===== config.mk =====
export PLATFORM = sky130hd
export DESIGN_NAME = issue_warp_sched
export DESIGN_NICKNAME = d
export VERILOG_FILES = /design/src/rtl/issue_warp_sched_pkg.sv /design/src/rtl/issue_warp_fifo.sv /design/src/rtl/issue_warp_sched.sv
export SDC_FILE = /design/constraint.sdc
export NUM_CORES = 2
export LEC_CHECK = 0
export ABC_AREA = 1
export CORE_ASPECT_RATIO = 0.8
export CORE_UTILIZATION = 40
export CTS_BUF_LIST = sky130_fd_sc_hd__clkbuf_4 sky130_fd_sc_hd__clkbuf_8
export DETAILED_ROUTE_END_ITERATION = 8
export HOLD_SLACK_MARGIN = 0.15
export PLACE_DENSITY = 0.62
export SYNTH_ARGS = -nofsm -noshare
export SYNTH_HDL_FRONTEND = slang
export SYNTH_SLANG_ARGS = --single-unit

===== constraint.sdc =====
create_clock -name clk -period 14.5 [get_ports clk]
set_input_delay 2.9 -clock clk [delete_from_list [all_inputs] [get_ports clk]]
set_output_delay 2.9 -clock clk [all_outputs]
set_load 0.05 [all_outputs]

===== src/rtl/issue_warp_sched_pkg.sv =====
`default_nettype none
// ============================================================================
// Module   : issue_warp_sched_pkg
// Brief    : Shared constants and width helpers for the warp issue scheduler.
// Revision : 1.0
// ============================================================================
package issue_warp_sched_pkg;

    localparam int ARB_RR     = 0;
    localparam int ARB_GREEDY = 1;

    // Index width for a power-of-2 count; never narrower than one bit.
    function automatic int idx_w(input int n);
        return (n > 1) ? $clog2(n) : 1;
    endfunction

    // Packed width of one buffered instruction entry {wb, rd, rs1, rs2, rs3, payload}.
    function automatic int ent_bits(input int nr_w, input int payload_w);
        return 1 + 4 * nr_w + payload_w;
    endfunction

endpackage
`default_nettype wire


===== src/rtl/issue_warp_fifo.sv =====
`default_nettype none
// ============================================================================
// Module   : issue_warp_fifo
// Brief    : Single-warp circular instruction buffer with wrapping pointers.
// Revision : 1.0
// ============================================================================
module issue_warp_fifo
    import issue_warp_sched_pkg::*;
#(
    parameter int DEPTH  = 2,
    parameter int DATA_W = 8
) (
    input  logic              clk,
    input  logic              reset,
    input  logic              i_push,
    input  logic [DATA_W-1:0] i_data,
    input  logic              i_pop,
    output logic [DATA_W-1:0] o_data,
    output logic              o_full,
    output logic              o_empty
);

    localparam int PTR_W = idx_w(DEPTH);

    logic [DATA_W-1:0] r_mem [DEPTH];
    logic [PTR_W-1:0]  r_wr_ptr;
    logic [PTR_W-1:0]  r_rd_ptr;
    logic [PTR_W:0]    r_count;

    always_ff @(posedge clk) begin
        if (reset) begin
            r_wr_ptr <= '0;
            r_rd_ptr <= '0;
            r_count  <= '0;
        end else begin
            if (i_push) r_wr_ptr <= r_wr_ptr + 1'b1;
            if (i_pop)  r_rd_ptr <= r_rd_ptr + 1'b1;
            case ({i_push, i_pop})
                2'b10:   r_count <= r_count + 1'b1;
                2'b01:   r_count <= r_count - 1'b1;
                default: r_count <= r_count;
            endcase
        end
    end

    // Storage needs no reset: the count alone decides what is valid.
    always_ff @(posedge clk) begin
        if (i_push) r_mem[r_wr_ptr] <= i_data;
    end

    assign o_data  = r_mem[r_rd_ptr];
    assign o_full  = (r_count == (PTR_W+1)'(DEPTH));
    assign o_empty = (r_count == '0);

endmodule
`default_nettype wire


===== src/rtl/issue_warp_sched.sv =====
`default_nettype none
// ============================================================================
// Module   : issue_warp_sched
// Brief    : Per-warp instruction buffers, register scoreboard and warp arbiter
//            feeding a registered issue stage.
// Revision : 1.0
// ============================================================================
module issue_warp_sched
    import issue_warp_sched_pkg::*;
#(
    parameter int NUM_WARPS  = 4,
    parameter int IBUF_DEPTH = 2,
    parameter int NUM_REGS   = 64,
    parameter int PAYLOAD_W  = 64,
    parameter int ARB_MODE   = ARB_RR,
    localparam int NW_W      = idx_w(NUM_WARPS),
    localparam int NR_W      = idx_w(NUM_REGS)
) (
    input  logic                 clk,
    input  logic                 reset,
    input  logic                 dec_valid,
    output logic                 dec_ready,
    input  logic [NW_W-1:0]      dec_wid,
    input  logic                 dec_wb,
    input  logic [NR_W-1:0]      dec_rd,
    input  logic [NR_W-1:0]      dec_rs1,
    input  logic [NR_W-1:0]      dec_rs2,
    input  logic [NR_W-1:0]      dec_rs3,
    input  logic [PAYLOAD_W-1:0] dec_payload,
    input  logic                 wb_valid,
    input  logic [NW_W-1:0]      wb_wid,
    input  logic [NR_W-1:0]      wb_rd,
    input  logic                 wb_eop,
    output logic                 iss_valid,
    input  logic                 iss_ready,
    output logic [NW_W-1:0]      iss_wid,
    output logic                 iss_wb,
    output logic [NR_W-1:0]      iss_rd,
    output logic [NR_W-1:0]      iss_rs1,
    output logic [NR_W-1:0]      iss_rs2,
    output logic [NR_W-1:0]      iss_rs3,
    output logic [PAYLOAD_W-1:0] iss_payload,
    output logic [31:0]          perf_stalls
);

    typedef struct packed {
        logic                 wb;
        logic [NR_W-1:0]      rd;
        logic [NR_W-1:0]      rs1;
        logic [NR_W-1:0]      rs2;
        logic [NR_W-1:0]      rs3;
        logic [PAYLOAD_W-1:0] payload;
    } issue_sched_ent_t;

    localparam int ENT_W = ent_bits(NR_W, PAYLOAD_W);

    issue_sched_ent_t     w_dec_ent;
    issue_sched_ent_t     w_head [NUM_WARPS];
    logic [NUM_WARPS-1:0] w_full, w_empty, w_push, w_pop, w_elig;
    logic [NW_W-1:0]      w_sel;
    logic                 w_can_load, w_fire;

    logic [NUM_REGS-1:0]  r_sb [NUM_WARPS];
    logic [NW_W-1:0]      r_rr, r_last;
    logic                 r_iss_valid;
    logic [NW_W-1:0]      r_iss_wid;
    issue_sched_ent_t     r_iss_ent;
    logic [31:0]          r_stalls;

    assign w_dec_ent = '{wb: dec_wb, rd: dec_rd, rs1: dec_rs1, rs2: dec_rs2,
                         rs3: dec_rs3, payload: dec_payload};
    assign dec_ready = !w_full[dec_wid];

    generate
        for (genvar g = 0; g < NUM_WARPS; g++) begin : g_warp
            issue_warp_fifo #(
                .DEPTH  (IBUF_DEPTH),
                .DATA_W (ENT_W)
            ) u_fifo (
                .clk     (clk),
                .reset   (reset),
                .i_push  (w_push[g]),
                .i_data  (w_dec_ent),
                .i_pop   (w_pop[g]),
                .o_data  (w_head[g]),
                .o_full  (w_full[g]),
                .o_empty (w_empty[g])
            );

            assign w_push[g] = dec_valid && dec_ready && (dec_wid == NW_W'(g));
            assign w_pop[g]  = w_fire && (w_sel == NW_W'(g));
            // Register 0 is hardwired clear, so it never blocks.
            assign w_elig[g] = !w_empty[g]
                && !(r_sb[g][w_head[g].rs1] && (w_head[g].rs1 != '0))
                && !(r_sb[g][w_head[g].rs2] && (w_head[g].rs2 != '0))
                && !(r_sb[g][w_head[g].rs3] && (w_head[g].rs3 != '0))
                && !(w_head[g].wb && r_sb[g][w_head[g].rd] && (w_head[g].rd != '0));
        end
    endgenerate

    assign w_can_load = !r_iss_valid || iss_ready;
    assign w_fire     = w_can_load && (|w_elig);

    always_comb begin
        logic            found;
        logic [NW_W-1:0] idx;
        w_sel = r_rr;
        found = 1'b0;
        idx   = r_rr;
        for (int i = 0; i < NUM_WARPS; i++) begin
            idx = r_rr + NW_W'(i);
            if (!found && w_elig[idx]) begin
                w_sel = idx;
                found = 1'b1;
            end
        end
        if ((ARB_MODE == ARB_GREEDY) && w_elig[r_last]) begin
            w_sel = r_last;
        end
    end

    always_ff @(posedge clk) begin
        if (reset) begin
            r_iss_valid <= 1'b0;
            r_iss_wid   <= '0;
            r_iss_ent   <= '0;
            r_rr        <= '0;
            r_last      <= '0;
            r_stalls    <= '0;
            for (int w = 0; w < NUM_WARPS; w++) r_sb[w] <= '0;
        end else begin
            if (wb_valid && wb_eop) r_sb[wb_wid][wb_rd] <= 1'b0;
            // The issue-side set follows the clear so that a collision leaves the bit set.
            if (w_fire) begin
                r_iss_valid <= 1'b1;
                r_iss_wid   <= w_sel;
                r_iss_ent   <= w_head[w_sel];
                r_rr        <= w_sel + 1'b1;
                r_last      <= w_sel;
                if (w_head[w_sel].wb && (w_head[w_sel].rd != '0))
                    r_sb[w_sel][w_head[w_sel].rd] <= 1'b1;
            end else if (iss_ready) begin
                r_iss_valid <= 1'b0;
            end
            if (w_can_load && !(&w_empty) && !(|w_elig) && (r_stalls != '1))
                r_stalls <= r_stalls + 32'd1;
        end
    end

    assign iss_valid   = r_iss_valid;
    assign iss_wid     = r_iss_wid;
    assign iss_wb      = r_iss_ent.wb;
    assign iss_rd      = r_iss_ent.rd;
    assign iss_rs1     = r_iss_ent.rs1;
    assign iss_rs2     = r_iss_ent.rs2;
    assign iss_rs3     = r_iss_ent.rs3;
    assign iss_payload = r_iss_ent.payload;
    assign perf_stalls = r_stalls;

endmodule
`default_nettype wire


==> metrics.log <==
INFO  metric worst_path_dominant_cell_family = simple AND/OR/NAND/NOR gates
INFO  metric final-max-slew-violation-count = 0
INFO  metric ys_async_sr_fraction = 0%
INFO  metric wl_met1 = about 110000 um
INFO  metric post_cts_hold_buffer_count = 0
INFO  metric post_cts_buffers = 0
INFO  metric overflow = 0
INFO  metric syn2layout_area_growth = 12.63%
INFO  metric power.leakage = 0.02640 uW
INFO  metric run_status = finished clean
INFO  metric postLayoutCoreUtil = 45.63%
INFO  metric ctsResizeCount = 0
INFO  metric clock_latency = 960 ps
INFO  metric dp_hpwl = 175500 um
INFO  metric netSwitchingFraction = 50.36%
INFO  metric power.internal = 6574 uW
INFO  metric timing.fmax = 113.4 MHz
INFO  metric max_slew_margin = 9.308%
INFO  metric antenna_found_initial = 23
INFO  metric crit_path_frequent_cell = sky130_fd_sc_hd__nand2_1
INFO  metric io-pin-count = 230
INFO  metric ctsLongestPathBuffers = 3
INFO  metric min-delay-path-class = register to register
INFO  metric design.core.area = about 140000 um^2
INFO  metric detailedRoute.firstPassIterationCount = 6
INFO  metric max_cap_viols = 0
INFO  metric filler_cell_count = 13920
INFO  metric first_pass_grt_wire_length = 360500 um
INFO  metric grt_util_all_layers = between 30% and 40%
INFO  metric hold_ws = 471.4 ps
INFO  metric die_area = between 100000 and 150000 um^2
INFO  metric sequentialPowerShare = 28.3%
INFO  metric dpl_cell_area = 60650 um^2
INFO  metric critical_path_sink_type = register
INFO  metric first_global_vias = 48610
INFO  metric pwr-share-clk = 21.9%
INFO  metric setup_viol_count_final = 0
INFO  metric power.ir.vdd_worst = 307.6 uV
INFO  metric tritoncts_clock_tree = yes
INFO  metric cts_max_level = 4
INFO  metric share_of_the_synthesized_area_in_the_top_cell_type = 37.36%
INFO  metric met2WireLength = 104600 um
INFO  metric cell_area_power_density = 205.4 nW/um^2
INFO  metric grt_setup_unrepaired = false
INFO  metric synth_area_leaders = sky130_fd_sc_hd__edfxtp_1, sky130_fd_sc_hd__dfxtp_1, sky130_fd_sc_hd__nand2_1
INFO  metric count_of_mapped_cells_out_of_synthesis = 7169
INFO  metric totalNegativeSetupSlack = 0 ps
INFO  metric critPathArrivalTime = slightly below 10000 ps
INFO  metric timing.critical_path.required = 15340 ps
INFO  metric start_kind = register
INFO  metric initial_utilization = 40.51%
INFO  metric cts_made_buffers = between 150 and 200
INFO  metric combinationalPowerShare = 49.8%
INFO  metric dieWidth = 424.9 um
INFO  metric num_vias = 55020
INFO  metric switching_power = 6669 uW
INFO  metric slowest_delay = 930 ps
INFO  metric cts_num_sinks = 1114
INFO  metric final_net_count = 7354
INFO  metric post-synth-top-count-cell = sky130_fd_sc_hd__nand2_1
INFO  metric worst-slew-pin-transition = 1354 ps
INFO  metric ys_types = 48
INFO  metric place.gp.congestion = 1.069
INFO  metric post-route-cell-area = 64460 um^2
INFO  metric critPathBufInv = 4
INFO  metric syn-mean-instance-area = 7.983 um^2
INFO  metric top_layer_used = met5
INFO  metric syn_std_cell_area = 57230 um^2
INFO  metric total_routed_wirelength = 255400 um
INFO  metric cts_root_buffer = sky130_fd_sc_hd__clkbuf_8
INFO  metric largest_net_degree_at_the_start_of_global_routing = 137
INFO  metric detailed_routed_wire_length_on_met3 = 32350 um
INFO  metric vias_per_cell = 5.936
INFO  metric timing.setup.critical_path_class = register to register
INFO  metric initialDrtViolationCount = 8785
INFO  metric postRouteAntennaNets = 0
INFO  metric synth_enable_flop_cells = between 700 and 800
INFO  metric synth_area_leader_cell = sky130_fd_sc_hd__edfxtp_1
INFO  metric num_rows = around 120
INFO  metric synth-seq-area-share = 51.42%
INFO  metric die_height = 340.3 um
INFO  metric clock_tree_skew_after_final_layout = 59.50 ps
INFO  metric final_min_period_over_clock_period = slightly above 60%
INFO  metric ys_ff_latch = 1114
INFO  metric timing.final.hold_violations = 0
INFO  metric worstPathMaxFanout = 136
INFO  metric final_period_minus_worst_setup_slack = between 8000 and 9000 ps
INFO  metric postSynthNetCount = 7283
INFO  metric cp_slowest_cell = sky130_fd_sc_hd__nor2_1
INFO  metric synthFlopType = sky130_fd_sc_hd__edfxtp_1
INFO  metric layout-drive-gt1-share = 7.681%
INFO  metric drc = 0
INFO  metric drt-wirelength-per-cell = 27.56 um
INFO  metric yosys_warnings = 0
INFO  metric io_buffers = 229
INFO  metric cts.clk_slew.worst_paths = 70 ps
INFO  metric synth_commonest_cells = sky130_fd_sc_hd__nand2_1, sky130_fd_sc_hd__nand3_1, sky130_fd_sc_hd__edfxtp_1
[path summary, 6_finish.rpt]
path                                 start          end  slack [ps]  cells past startpoint
worst max register to register    register  r_sb[3][23]        5680                     30
worst max-delay path              register  r_sb[3][23]        5680                     30
worst min register to register  r_sb[0][0]   r_sb[0][0]         470                      2
worst min-delay path            r_sb[0][0]   r_sb[0][0]         470                      2
[cell type report]
class                           instances  area [um^2]  area share [%]
Inverter                              637         2416           3.748
Clock inverter                         34        325.3          0.5047
Multi-Input combinational cell       4986        23450           36.38
Antenna cell                           11        27.53         0.04270
Tap cell                             1875         2346           3.639
Clock buffer                          288         3457           5.363
Timing Repair Buffer                  323         2995           4.647
Sequential cell                      1114        29440           45.68
[cell families (layout without fill, tap and decap cells)]
group                      after synthesis  in the layout  synth area share [%]
DFF                                   1114           1114                 51.42
muxes                                   12             12                0.2099
other                                    0             11                     0
adders and majority gates                9              9                0.1968
xor gates and xnor gates                 6              6               0.09182
and+or+nand+nor                       4013           4013                 30.23
buffers and inverters                 1069           1282                 7.811
AOI/OAI and AO/OA                      946            946                 10.04
[worst min-delay path, stage by stage (launching register included)]
cell and delay, ps:
sky130_fd_sc_hd__dfxtp_1 320, sky130_fd_sc_hd__o21ai_0 70, sky130_fd_sc_hd__nor2_1 40
[power by group through the flow]
stage	logic, uW	registers (uW)	clock network [uW]
3_5_place_dp	6400	3810	0
3_3_place_gp	6420	3800	0
6_report	6600	3740	2900
2_1_floorplan	3710	4130	0
4_1_cts	6420	3740	2930
5_1_grt	6930	3760	3070
[per-stage QoR]
step	power [uW]	worst slack, ps	cells
5_1_grt	13750	5211	9260
2_1_floorplan	7843	5520	7169
3_5_place_dp	10200	5957	8935
3_3_place_gp	10220	6080	8935
6_report	13240	5681	9268
4_1_cts	13090	5915	9257
[registers in the layout, summed over array words and instances, names as in the netlist, named ones only]
register,flops
iss_rs1,6
iss_payload,64
iss_wid,2
perf_stalls,32
iss_rs3,6
r_sb,256
g_warp.u_fifo.r_count,8
iss_rs2,6
g_warp.u_fifo.r_mem,712
iss_valid,1
g_warp.u_fifo.r_rd_ptr,4
g_warp.u_fifo.r_wr_ptr,4
r_rr,2
iss_wb,1
iss_rd,6
[placed cells by master, fill, tap and decap left out, types with 5 or more instances in the layout]
cell	instances
sky130_fd_sc_hd__dfxtp_1	398
sky130_fd_sc_hd__nor4_1	10
sky130_fd_sc_hd__xor2_1	6
sky130_fd_sc_hd__o221ai_1	7
sky130_fd_sc_hd__clkbuf_4	81
sky130_fd_sc_hd__nor2_2	8
sky130_fd_sc_hd__o31ai_1	6
sky130_fd_sc_hd__clkdlybuf4s50_1	228
sky130_fd_sc_hd__clkinv_1	12
sky130_fd_sc_hd__clkbuf_8	207
sky130_fd_sc_hd__clkinv_2	8
sky130_fd_sc_hd__inv_1	602
sky130_fd_sc_hd__mux2i_1	12
sky130_fd_sc_hd__nor2_1	643
sky130_fd_sc_hd__o21a_1	5
sky130_fd_sc_hd__or2_1	12
sky130_fd_sc_hd__o21ai_1	37
sky130_fd_sc_hd__a31oi_1	8
sky130_fd_sc_hd__o21ai_4	6
sky130_fd_sc_hd__nand3_2	6
sky130_fd_sc_hd__buf_4	95
sky130_fd_sc_hd__nand4_1	210
sky130_fd_sc_hd__nand2_2	37
sky130_fd_sc_hd__edfxtp_1	712
sky130_fd_sc_hd__ha_1	5
sky130_fd_sc_hd__nor3_1	30
sky130_fd_sc_hd__o21ai_2	27
sky130_fd_sc_hd__inv_4	6
sky130_fd_sc_hd__nor2_4	12
sky130_fd_sc_hd__or2_2	17
sky130_fd_sc_hd__o21ai_0	371
sky130_fd_sc_hd__nand3_1	1094
sky130_fd_sc_hd__inv_2	24
sky130_fd_sc_hd__o211ai_1	305
sky130_fd_sc_hd__diode_2	11
sky130_fd_sc_hd__a21oi_1	166
sky130_fd_sc_hd__inv_12	5
sky130_fd_sc_hd__nand2_1	1922
[routing by layer]
| layer | vias to the layer above | global-route usage, % |
|---|---|---|
| met5 | - | 0 |
| met4 | 4 | 11.42 |
| met3 | 431 | 9.339 |
| met2 | 3483 | 47.93 |
| li1 | 24480 | - |
| met1 | 26620 | 50.79 |
(Power assumes the default switching activity.)
